### src/rtl/game_pkg.sv
// Shared match/game definitions: state and winner encodings, widths, keycodes.
package game_pkg;

  localparam int unsigned STATE_W  = 3;
  localparam int unsigned SCORE_W  = 4;
  localparam int unsigned KEY_W    = 8;
  localparam int unsigned FREEZE_W = 8;
  localparam int unsigned RESET_W  = 4;
  localparam int unsigned TIME_W   = 12;

  typedef enum logic [STATE_W-1:0] {
    MS_IDLE   = 3'd0,
    MS_RRESET = 3'd1,
    MS_PLAY   = 3'd2,
    MS_HIT    = 3'd3,
    MS_OVER   = 3'd4
  } match_state_t;

  localparam logic [STATE_W-1:0] ST_IDLE   = MS_IDLE;
  localparam logic [STATE_W-1:0] ST_RRESET = MS_RRESET;
  localparam logic [STATE_W-1:0] ST_PLAY   = MS_PLAY;
  localparam logic [STATE_W-1:0] ST_HIT    = MS_HIT;
  localparam logic [STATE_W-1:0] ST_OVER   = MS_OVER;

  typedef enum logic [1:0] {
    WIN_NONE = 2'b00,
    WIN_P1   = 2'b01,
    WIN_P2   = 2'b10,
    WIN_DRAW = 2'b11
  } winner_t;

  // USB HID keycodes shared with shot detection
  localparam logic [KEY_W-1:0] KEY_SPACE = 8'h2C;
  localparam logic [KEY_W-1:0] KEY_RIGHT = 8'h4F;
  localparam logic [KEY_W-1:0] KEY_LEFT  = 8'h50;
  localparam logic [KEY_W-1:0] KEY_DOWN  = 8'h51;
  localparam logic [KEY_W-1:0] KEY_UP    = 8'h52;
  localparam logic [KEY_W-1:0] KEY_I     = 8'h0C;
  localparam logic [KEY_W-1:0] KEY_J     = 8'h0D;
  localparam logic [KEY_W-1:0] KEY_K     = 8'h0E;
  localparam logic [KEY_W-1:0] KEY_L     = 8'h0F;

  function automatic logic [1:0] winner_of(input logic [SCORE_W-1:0] s1,
                                           input logic [SCORE_W-1:0] s2,
                                           input logic [SCORE_W-1:0] win);
    logic p1_won;
    logic p2_won;
    p1_won = (s1 == win);
    p2_won = (s2 == win);
    case ({p2_won, p1_won})
      2'b01:   winner_of = WIN_P1;
      2'b10:   winner_of = WIN_P2;
      2'b11:   winner_of = WIN_DRAW;
      default: winner_of = WIN_NONE;
    endcase
  endfunction

endpackage

### src/rtl/frame_edge_detect.sv
// One-bit rising-edge detector on the frame strobe; history updates every frame.
module frame_edge_detect (
  input  logic frame_clk,
  input  logic reset_ah,
  input  logic sig_i,
  output logic rise_c
);

  logic prev_q;

  always_ff @(posedge frame_clk or posedge reset_ah) begin
    if (reset_ah) prev_q <= 1'b0;
    else          prev_q <= sig_i;
  end

  assign rise_c = sig_i & ~prev_q;

endmodule

### src/rtl/match_sequencer.sv
// Match-level controller: scores, round restarts and gameplay freeze on the frame strobe.
// Define MATCH_ROUND_TIMER_EN to add the per-round PLAY time limit driving time_left.
module match_sequencer
  import game_pkg::*;
#(
  parameter logic [SCORE_W-1:0]  WIN_SCORE     = 4'd9,
  parameter logic [FREEZE_W-1:0] FREEZE_FRAMES = 8'd60,
  parameter logic [RESET_W-1:0]  RESET_FRAMES  = 4'd2,
  parameter logic [KEY_W-1:0]    START_KEY     = KEY_SPACE
`ifdef MATCH_ROUND_TIMER_EN
  ,
  parameter logic [TIME_W-1:0]   ROUND_FRAMES  = 12'd1800
`endif
) (
  input  logic               frame_clk,
  input  logic               reset_ah,
  input  logic               hit_p1,
  input  logic               hit_p2,
  input  logic [KEY_W-1:0]   keycode,
  output logic               round_reset,
  output logic               freeze,
  output logic [SCORE_W-1:0] score_p1,
  output logic [SCORE_W-1:0] score_p2,
  output logic [1:0]         winner,
  output logic [STATE_W-1:0] state,
  output logic [TIME_W-1:0]  time_left
);

  logic p1_rise_c, p2_rise_c, start_c, key_match_c;

  logic [STATE_W-1:0]  state_q, state_d;
  logic [RESET_W-1:0]  rst_cnt_q, rst_cnt_d;
  logic [FREEZE_W-1:0] frz_cnt_q, frz_cnt_d;
  logic [SCORE_W-1:0]  score_p1_q, score_p1_d, score_p2_q, score_p2_d;
  logic [1:0]          winner_q, winner_d;
  logic                round_reset_q, round_reset_d;
  logic                freeze_q, freeze_d;
`ifdef MATCH_ROUND_TIMER_EN
  logic [TIME_W-1:0]   time_q, time_d;
`endif

  assign key_match_c = (keycode == START_KEY);

  frame_edge_detect u_edge_p1 (.frame_clk(frame_clk), .reset_ah(reset_ah), .sig_i(hit_p1),      .rise_c(p1_rise_c));
  frame_edge_detect u_edge_p2 (.frame_clk(frame_clk), .reset_ah(reset_ah), .sig_i(hit_p2),      .rise_c(p2_rise_c));
  frame_edge_detect u_edge_st (.frame_clk(frame_clk), .reset_ah(reset_ah), .sig_i(key_match_c), .rise_c(start_c));

  // Next-state and registered-output decode; counters reload on state entry.
  always_comb begin
    state_d    = state_q;
    rst_cnt_d  = rst_cnt_q;
    frz_cnt_d  = frz_cnt_q;
    score_p1_d = score_p1_q;
    score_p2_d = score_p2_q;
    winner_d   = winner_q;
`ifdef MATCH_ROUND_TIMER_EN
    time_d     = time_q;
`endif

    case (state_q)
      ST_IDLE: begin
        if (start_c) begin
          state_d   = ST_RRESET;
          rst_cnt_d = RESET_FRAMES - 4'd1;
        end
      end
      ST_RRESET: begin
        if (rst_cnt_q == '0) begin
          state_d = ST_PLAY;
`ifdef MATCH_ROUND_TIMER_EN
          time_d  = ROUND_FRAMES;
`endif
        end else begin
          rst_cnt_d = rst_cnt_q - 4'd1;
        end
      end
      ST_PLAY: begin
`ifdef MATCH_ROUND_TIMER_EN
        if (time_q != '0) time_d = time_q - 12'd1;
`endif
        if (p1_rise_c || p2_rise_c) begin
          state_d   = ST_HIT;
          frz_cnt_d = FREEZE_FRAMES - 8'd1;
          if (p2_rise_c && (score_p1_q < WIN_SCORE)) score_p1_d = score_p1_q + 4'd1;
          if (p1_rise_c && (score_p2_q < WIN_SCORE)) score_p2_d = score_p2_q + 4'd1;
        end
`ifdef MATCH_ROUND_TIMER_EN
        // A hit on the expiry frame takes priority over the timeout
        else if (time_q <= 12'd1) begin
          state_d   = ST_RRESET;
          rst_cnt_d = RESET_FRAMES - 4'd1;
        end
`endif
      end
      ST_HIT: begin
        if (frz_cnt_q == '0) begin
          if ((score_p1_q == WIN_SCORE) || (score_p2_q == WIN_SCORE)) begin
            state_d  = ST_OVER;
            winner_d = winner_of(score_p1_q, score_p2_q, WIN_SCORE);
          end else begin
            state_d   = ST_RRESET;
            rst_cnt_d = RESET_FRAMES - 4'd1;
          end
        end else begin
          frz_cnt_d = frz_cnt_q - 8'd1;
        end
      end
      ST_OVER: begin
        if (start_c) begin
          state_d    = ST_RRESET;
          rst_cnt_d  = RESET_FRAMES - 4'd1;
          score_p1_d = '0;
          score_p2_d = '0;
          winner_d   = WIN_NONE;
        end
      end
      default: state_d = ST_IDLE;
    endcase

    round_reset_d = (state_d == ST_RRESET);
    freeze_d      = (state_d != ST_PLAY);
  end

  always_ff @(posedge frame_clk or posedge reset_ah) begin
    if (reset_ah) begin
      state_q       <= ST_IDLE;
      rst_cnt_q     <= '0;
      frz_cnt_q     <= '0;
      score_p1_q    <= '0;
      score_p2_q    <= '0;
      winner_q      <= WIN_NONE;
      round_reset_q <= 1'b0;
      freeze_q      <= 1'b1;
`ifdef MATCH_ROUND_TIMER_EN
      time_q        <= '0;
`endif
    end else begin
      state_q       <= state_d;
      rst_cnt_q     <= rst_cnt_d;
      frz_cnt_q     <= frz_cnt_d;
      score_p1_q    <= score_p1_d;
      score_p2_q    <= score_p2_d;
      winner_q      <= winner_d;
      round_reset_q <= round_reset_d;
      freeze_q      <= freeze_d;
`ifdef MATCH_ROUND_TIMER_EN
      time_q        <= time_d;
`endif
    end
  end

  assign state       = state_q;
  assign round_reset = round_reset_q;
  assign freeze      = freeze_q;
  assign score_p1    = score_p1_q;
  assign score_p2    = score_p2_q;
  assign winner      = winner_q;
`ifdef MATCH_ROUND_TIMER_EN
  assign time_left   = time_q;
`else
  assign time_left   = '0;
`endif

endmodule

### config.mk
export PLATFORM = sky130hd
export DESIGN_NAME = match_sequencer
export DESIGN_NICKNAME = d
export VERILOG_FILES = /design/src/rtl/game_pkg.sv /design/src/rtl/frame_edge_detect.sv /design/src/rtl/match_sequencer.sv
export SDC_FILE = /design/constraint.sdc
export NUM_CORES = 1
export LEC_CHECK = 0
export CAP_MARGIN = 20
export CELL_PAD_IN_SITES_DETAIL_PLACEMENT = 0
export CELL_PAD_IN_SITES_GLOBAL_PLACEMENT = 2
export CORE_UTILIZATION = 29
export CTS_CLUSTER_DIAMETER = 60
export DETAILED_ROUTE_END_ITERATION = 16
export GPL_ROUTABILITY_DRIVEN = 0
export PLACE_DENSITY = 0.79
export SLEW_MARGIN = 10
export SYNTH_ARGS = -nofsm -noshare
export SYNTH_HDL_FRONTEND = slang
export SYNTH_SLANG_ARGS = --single-unit
export TNS_END_PERCENT = 100
### constraint.sdc
create_clock -name frame_clk -period 1.8 [get_ports frame_clk]
set_input_delay 0.36 -clock frame_clk [delete_from_list [all_inputs] [get_ports frame_clk]]
set_output_delay 0.36 -clock frame_clk [all_outputs]
set_load 0.02 [all_outputs]
* Word-level counts from Yosys, hierarchy flattened
Cells that the tools add are included.
Operators by class: add/subtract/negate cells 4, multiply operators 0, divide/modulo/power cells 0, order comparisons 2, equality and inequality tests 22, shift operators 0, mux-type cells 26, bitwise gates (word level) 6, reduce and logical (&&, ||, !) cells 17
Operators by type and width (number):
- $mux 4 | 9
- $ne 2x2->1 const B | 9
- $mux 8 | 2
- $pmux 4 s2 | 2
- $pmux 8 s2 | 1
- $mux 3 | 5
- $pmux 3 s4 | 1
- $pmux 4 s3 | 1
- $reduce_and 4->1 | 3
- $add 4x1->4 const B | 2
- $eq 4x4->1 const B | 2
- $eq 8x6->1 const B | 1
- $logic_not 8->1 | 1
- $lt 4x4->1 const B | 2
- $sub 8x1->8 const B | 1
- $eq 3x1->1 const B | 2
- $eq 3x2->1 const B | 2
- $mux 2 | 3
- $pmux 2 s3 | 1
- $reduce_bool 2->1 | 3
- $reduce_and 5->1 | 1
- $eq 2x2->1 const B | 2
- $logic_not 4->1 | 1
- $pmux 2 s2 | 1
- 13 further kinds | 19
Word-level totals: register bits 30, bits in latches 0, bits in writable memories 0, bits in read-only memories 0, bits of input ports 12, output and inout port bits 27, logic and storage cells 88, memories 0

* Longest topological paths before layout
depth after elaboration 6, mapped depth 7, mapped depth without buffers 6

* Hierarchy
Synthesis repeated with hierarchy kept, for this count alone.
Unflattened totals: cells, all modules 178, area total of the unflattened synthesis 1771.7 um^2
By module, submodules not included:
- match_sequencer | instances 1, cells each 169, area each 1644.1 um^2, sequential area each 676.9 um^2
- frame_edge_detect | instances 3, cells each 3, area each 42.5 um^2, sequential area each 25.0 um^2

* Least setup slack after synthesis
Ideal clock, no wire load.
path type register to register, from register state_q[2], in the netlist state[2], to register score_p1_q[0], in the netlist score_p1[0], library setup time 125 ps, arrival time 1623 ps, data required time 1675 ps, slack 52 ps, cell stages (with the launch flop) 7, path buffers 2, period minus slack after synthesis 1748 ps, path through dfrtp_1 buf_6 or3b_1 buf_6 a21oi_4 o22ai_1 mux2_2
On the way: cells in the longest elaborated chain, start to end 3, elaborated cells on any way between the ends 8, those cells by class eq/ne: 5; mux: 1; reduce/logical: 2
Ends and longest elaborated chain:
- start, declared | RTL line match_sequencer.sv:31 | logic [STATE_W-1:0] state_q, state_d;
- start signal, assigned | RTL line match_sequencer.sv:138 | state_q <= state_d;
- $eq 3x2->1 / $eq 3x3->1 (equally long branches) | RTL line match_sequencer.sv:60 | case (state_q)
- $ne 2x2->1 (no source line) / $reduce_bool 2->1 (equally long branches)
- $reduce_and 4->1 (no source line)
- end signal, assigned | RTL line match_sequencer.sv:141 | score_p1_q <= score_p1_d;
- end, declared | RTL line match_sequencer.sv:34 | logic [SCORE_W-1:0] score_p1_q, score_p1_d, score_p2_q, score_p2_d;
Several ways; a longest one is shown, not always the timed one. A chain may end at the register's enable or synchronous reset.

* Final worst setup path
from input keycode[2], to register score_p1_q[0], in the netlist score_p1[0]
On the way: cells in the longest elaborated chain, start to end 4
Ends and longest elaborated chain:
- start, declared | RTL line match_sequencer.sv:19 | input logic [KEY_W-1:0] keycode,
- $eq 8x6->1 | RTL line match_sequencer.sv:42 | assign key_match_c = (keycode == START_KEY);
- $and 1x1->1 | RTL line frame_edge_detect.sv:16 | assign rise_c = sig_i & ~prev_q;
- $ne 2x2->1 (no source line)
- $reduce_and 4->1 (no source line)
No other way between the ends.

==> results.txt <==
The run finished with clean final reports. For this configuration, the core starts out at a cell density of 0.303. The number of max-slew violations in the final report came to 0.

The clock transition at the register clock pins on the worst setup and hold paths after CTS is 0.06 ns. The signal on the critical path passes through clkdlybuf4s50_1 -> nor4bb_1 -> buf_4 -> and4b_2 -> o22ai_1 -> mux2_2. The data required time at the worst endpoint came out at 1.96 ns. Measured along the x axis, the die boundary spans 83.7 microns.

The area of the mapped netlist is 1930 sq um. The post-synthesis sequential element count came out at 30. The aggregate negative setup slack is 0 ns.

The die outline height is 83.7 microns. The worst-case IR drop observed on VDD is 0.353 mV. In the post-synthesis netlist, the biggest area contributors are sky130_fd_sc_hd__dfrtp_1 38%, sky130_fd_sc_hd__ha_1 5.8%, sky130_fd_sc_hd__buf_4 4.7%, sky130_fd_sc_hd__inv_1 2.7%, sky130_fd_sc_hd__a21oi_1 2.6%. The first global-routing pass estimated 8040 microns of wire. On the worst path, the slowest cell contributes a delay of 0.44 ns. The commonest cells after synthesis are 29 x sky130_fd_sc_hd__dfrtp_1, 14 x sky130_fd_sc_hd__inv_1, 12 x sky130_fd_sc_hd__buf_4.

The worst setup path is captured at a flip-flop. After detailed placement, the total cell area comes to 2490 sq um. The top achievable clock speed is 573 MHz. The portion of synthesized cell area occupied by the leading cell type is 0.375. The floorplan die area came out at 7000 sq um.

The maximum root-to-sink buffer count is 2. The number of nets in the layout is 283. The count of unresolved DRC violations after routing is 0.

The routed via count divided by cell count is 4.95. Across every metal layer, demand over resource in global routing totals 0.145. Setup violations remaining at the end of the flow were counted as 0. The placeable core area came out at 6390 sq um. The first detailed-routing pass ran for 4 iterations. The quantity of I/O buffers inserted on ports came out at 26. The total design power came out at 0.00154 W. The growth of design area from synthesis to finish is 35.5%. The largest driver fanout on the critical path is 4.

The clock insertion delay at the later pin of the skew report is 0.28 ns. In this run the count of I/O pins placed on the die edge is 39. Of the cells placed in the final design, the portion with a size suffix greater than 1 is 0.240.

The average cell area after synthesis came out at 9.82 sq um. Setup repair after global routing left no endpoint under its margin. After routing the design area is 2620 sq um. The via count of the routed design is 1,679. The cell row count came out at 29. The number of buffers added by the clock tree synthesis step is 5. The total of warnings raised by yosys came out at 0. On the final layout, the worst clock skew is 0.00524 ns. The via count of the first global-routing pass is 1,661. The placed cell count is 331. The initial antenna violation count is 0. The largest net degree at the start of global routing came out at 31. The root buffer cell chosen for the clock tree is sky130_fd_sc_hd__clkbuf_8. For this run the aggregate overflow at the end of global routing stands at 0.

The number of different library cells used by synthesis comes to 58. The final critical-path share of the clock period is 0.969. The number of enable-type register cells in the synthesized netlist is 0. The final number of hold-violating endpoints came out at 0. The H-tree generated during clock tree synthesis spans 2 levels. For this design, the slowest cell found on the critical path is sky130_fd_sc_hd__clkdlybuf4s50_1. After layout, the minimum clock period comes to 1.74 ns. The synthesized netlist cell count came out at 197. The path class of the tightest hold or removal check is input pin to asynchronous set/reset pin. The half-perimeter wire length of the detailed placement result came out at 3540 microns. The number of antenna diodes came out at 0. Setup slack closes at 0.0558 ns. Leaving out filler cells and counting taps, the final layout contains 339. The count of max-cap constraint violations came out at 0. The nature of the critical path startpoint is an input pin. The CTS sink count came out at 30.

The analysis attributes to cell leakage a power of 1.18 nW. TritonCTS built the clock tree. In this run the power density over the cells is 587 nW/um^2. The share of synthesized registers carrying an async set or reset came out at 1.00. The minimum setup slack after placement came out at -0.283 ns.

In this run the remaining antenna-violating nets after routing total 0. The main flop type after synthesis is sky130_fd_sc_hd__dfrtp_1. Data on the critical path arrives at its endpoint at 1.91 ns. The critical path is of the input pin to flip-flop type. The iteration-0 DRC count of the detailed router is 64. Of the synthesized area, sequential elements account for 0.389. Among all cell types in the netlist, the one instantiated most often is sky130_fd_sc_hd__dfrtp_1. The routed length per placed instance is 14.0 microns. The synthesized design spends more area on one cell type than any other, namely sky130_fd_sc_hd__dfrtp_1. The total wire length after detailed routing is 4760 microns.
flip-flops by register name (all words and copies together) (netlist names):
register / flops
freeze: 1
frz_cnt_q: 8
round_reset: 1
rst_cnt_q: 4
score_p1: 4
score_p2: 4
state: 3
u_edge_p1.prev_q: 1
u_edge_p2.prev_q: 1
u_edge_st.prev_q: 1
winner: 2
stage by stage:
step / hold slack, ns / utilization
floorplan: 0.391 / -
global placement: 0.504 / 0.389
detailed placement: 0.515 / 0.389
CTS: 0.485 / 0.401
global route: 0.530 / 0.410
finish: 0.474 / 0.410
power breakdown:
group	total (W)	internal (W)	switching, W
Clock	0.000503	0.000266	0.000237
Combinational	0.000291	0.000141	0.000149
Sequential	0.000746	0.000709	0.0000372
critical path: cells and delay by family:
family	cells	cell delay, ns
simple gates	2	0.55
buf+inv	2	0.60
compound gates	1	0.12
mux	1	0.27
cells by family (layout without fill, tap and decap cells):
family          Yosys count  after routing  share of synthesized area
simple gates             63             63                      0.206
compound gates           56             56                      0.218
other cells               1             12                    0.00194
fa+ha+maj                 9              9                     0.0582
buf+inv                  32             86                     0.0951
flops                    30             30                      0.389
mux                       6              6                     0.0323
cell type report:
type | instances | area (sq um)
repair buffers | 65 | 553
flip-flops and latches | 30 | 752
fillers | 630 | 3760
well taps | 77 | 96.3
clock buffers | 7 | 76.3
inverters | 14 | 52.6
multi-input cells | 146 | 1090
placed cells by master (no fill, tap or decap), drive strengths merged, types with 3 or more instances in the layout:
cell and count:
o211ai 3, ha 9, nand3b 4, a21boi 3, nor3 6, nor2 8, nor2b 3, or4 3
nor3b 4, nand2b 8, dfrtp 29, nand2 8, clkdlybuf4s50 23, a21oi 11, nand3 6, buf 39
conb 12, o21ai 4, a31oi 5, a21o 3, clkbuf 7, mux2i 4, o21a 3, inv 14
o31ai 4
path summary, 6_finish.rpt:
path,depth (start not counted),end,from,slack [ns]
worst max-delay path,6,score_p1[0],keycode[2],0.06
worst min-delay path,3,rst_cnt_q[2],reset_ah,0.47
worst max register to register,6,rst_cnt_q[2],rst_cnt_q[1],0.09
worst min register to register,1,winner[1],winner[1],0.53
max in group asynchronous,3,freeze,reset_ah,1.01
min in group frame_clk,1,winner[1],winner[1],0.53
routing by layer:
metal | GRT usage | up-vias | wire [microns]
met3 | 0.0297 | 5 | 146
met4 | 0.0416 | 0 | 51
met2 | 0.245 | 28 | 2360
met5 | 0 | - | 0
li1 | - | 828 | -
met1 | 0.187 | 818 | 2210
timing repair:
item,CTS,global route
pin swaps,0,1
gates resized for setup,2,11
buffers inserted,0,1
hold buffers,0,0
endpoints found under the setup margin,2,13
Note: power is estimated with default switching activity, not from simulation.
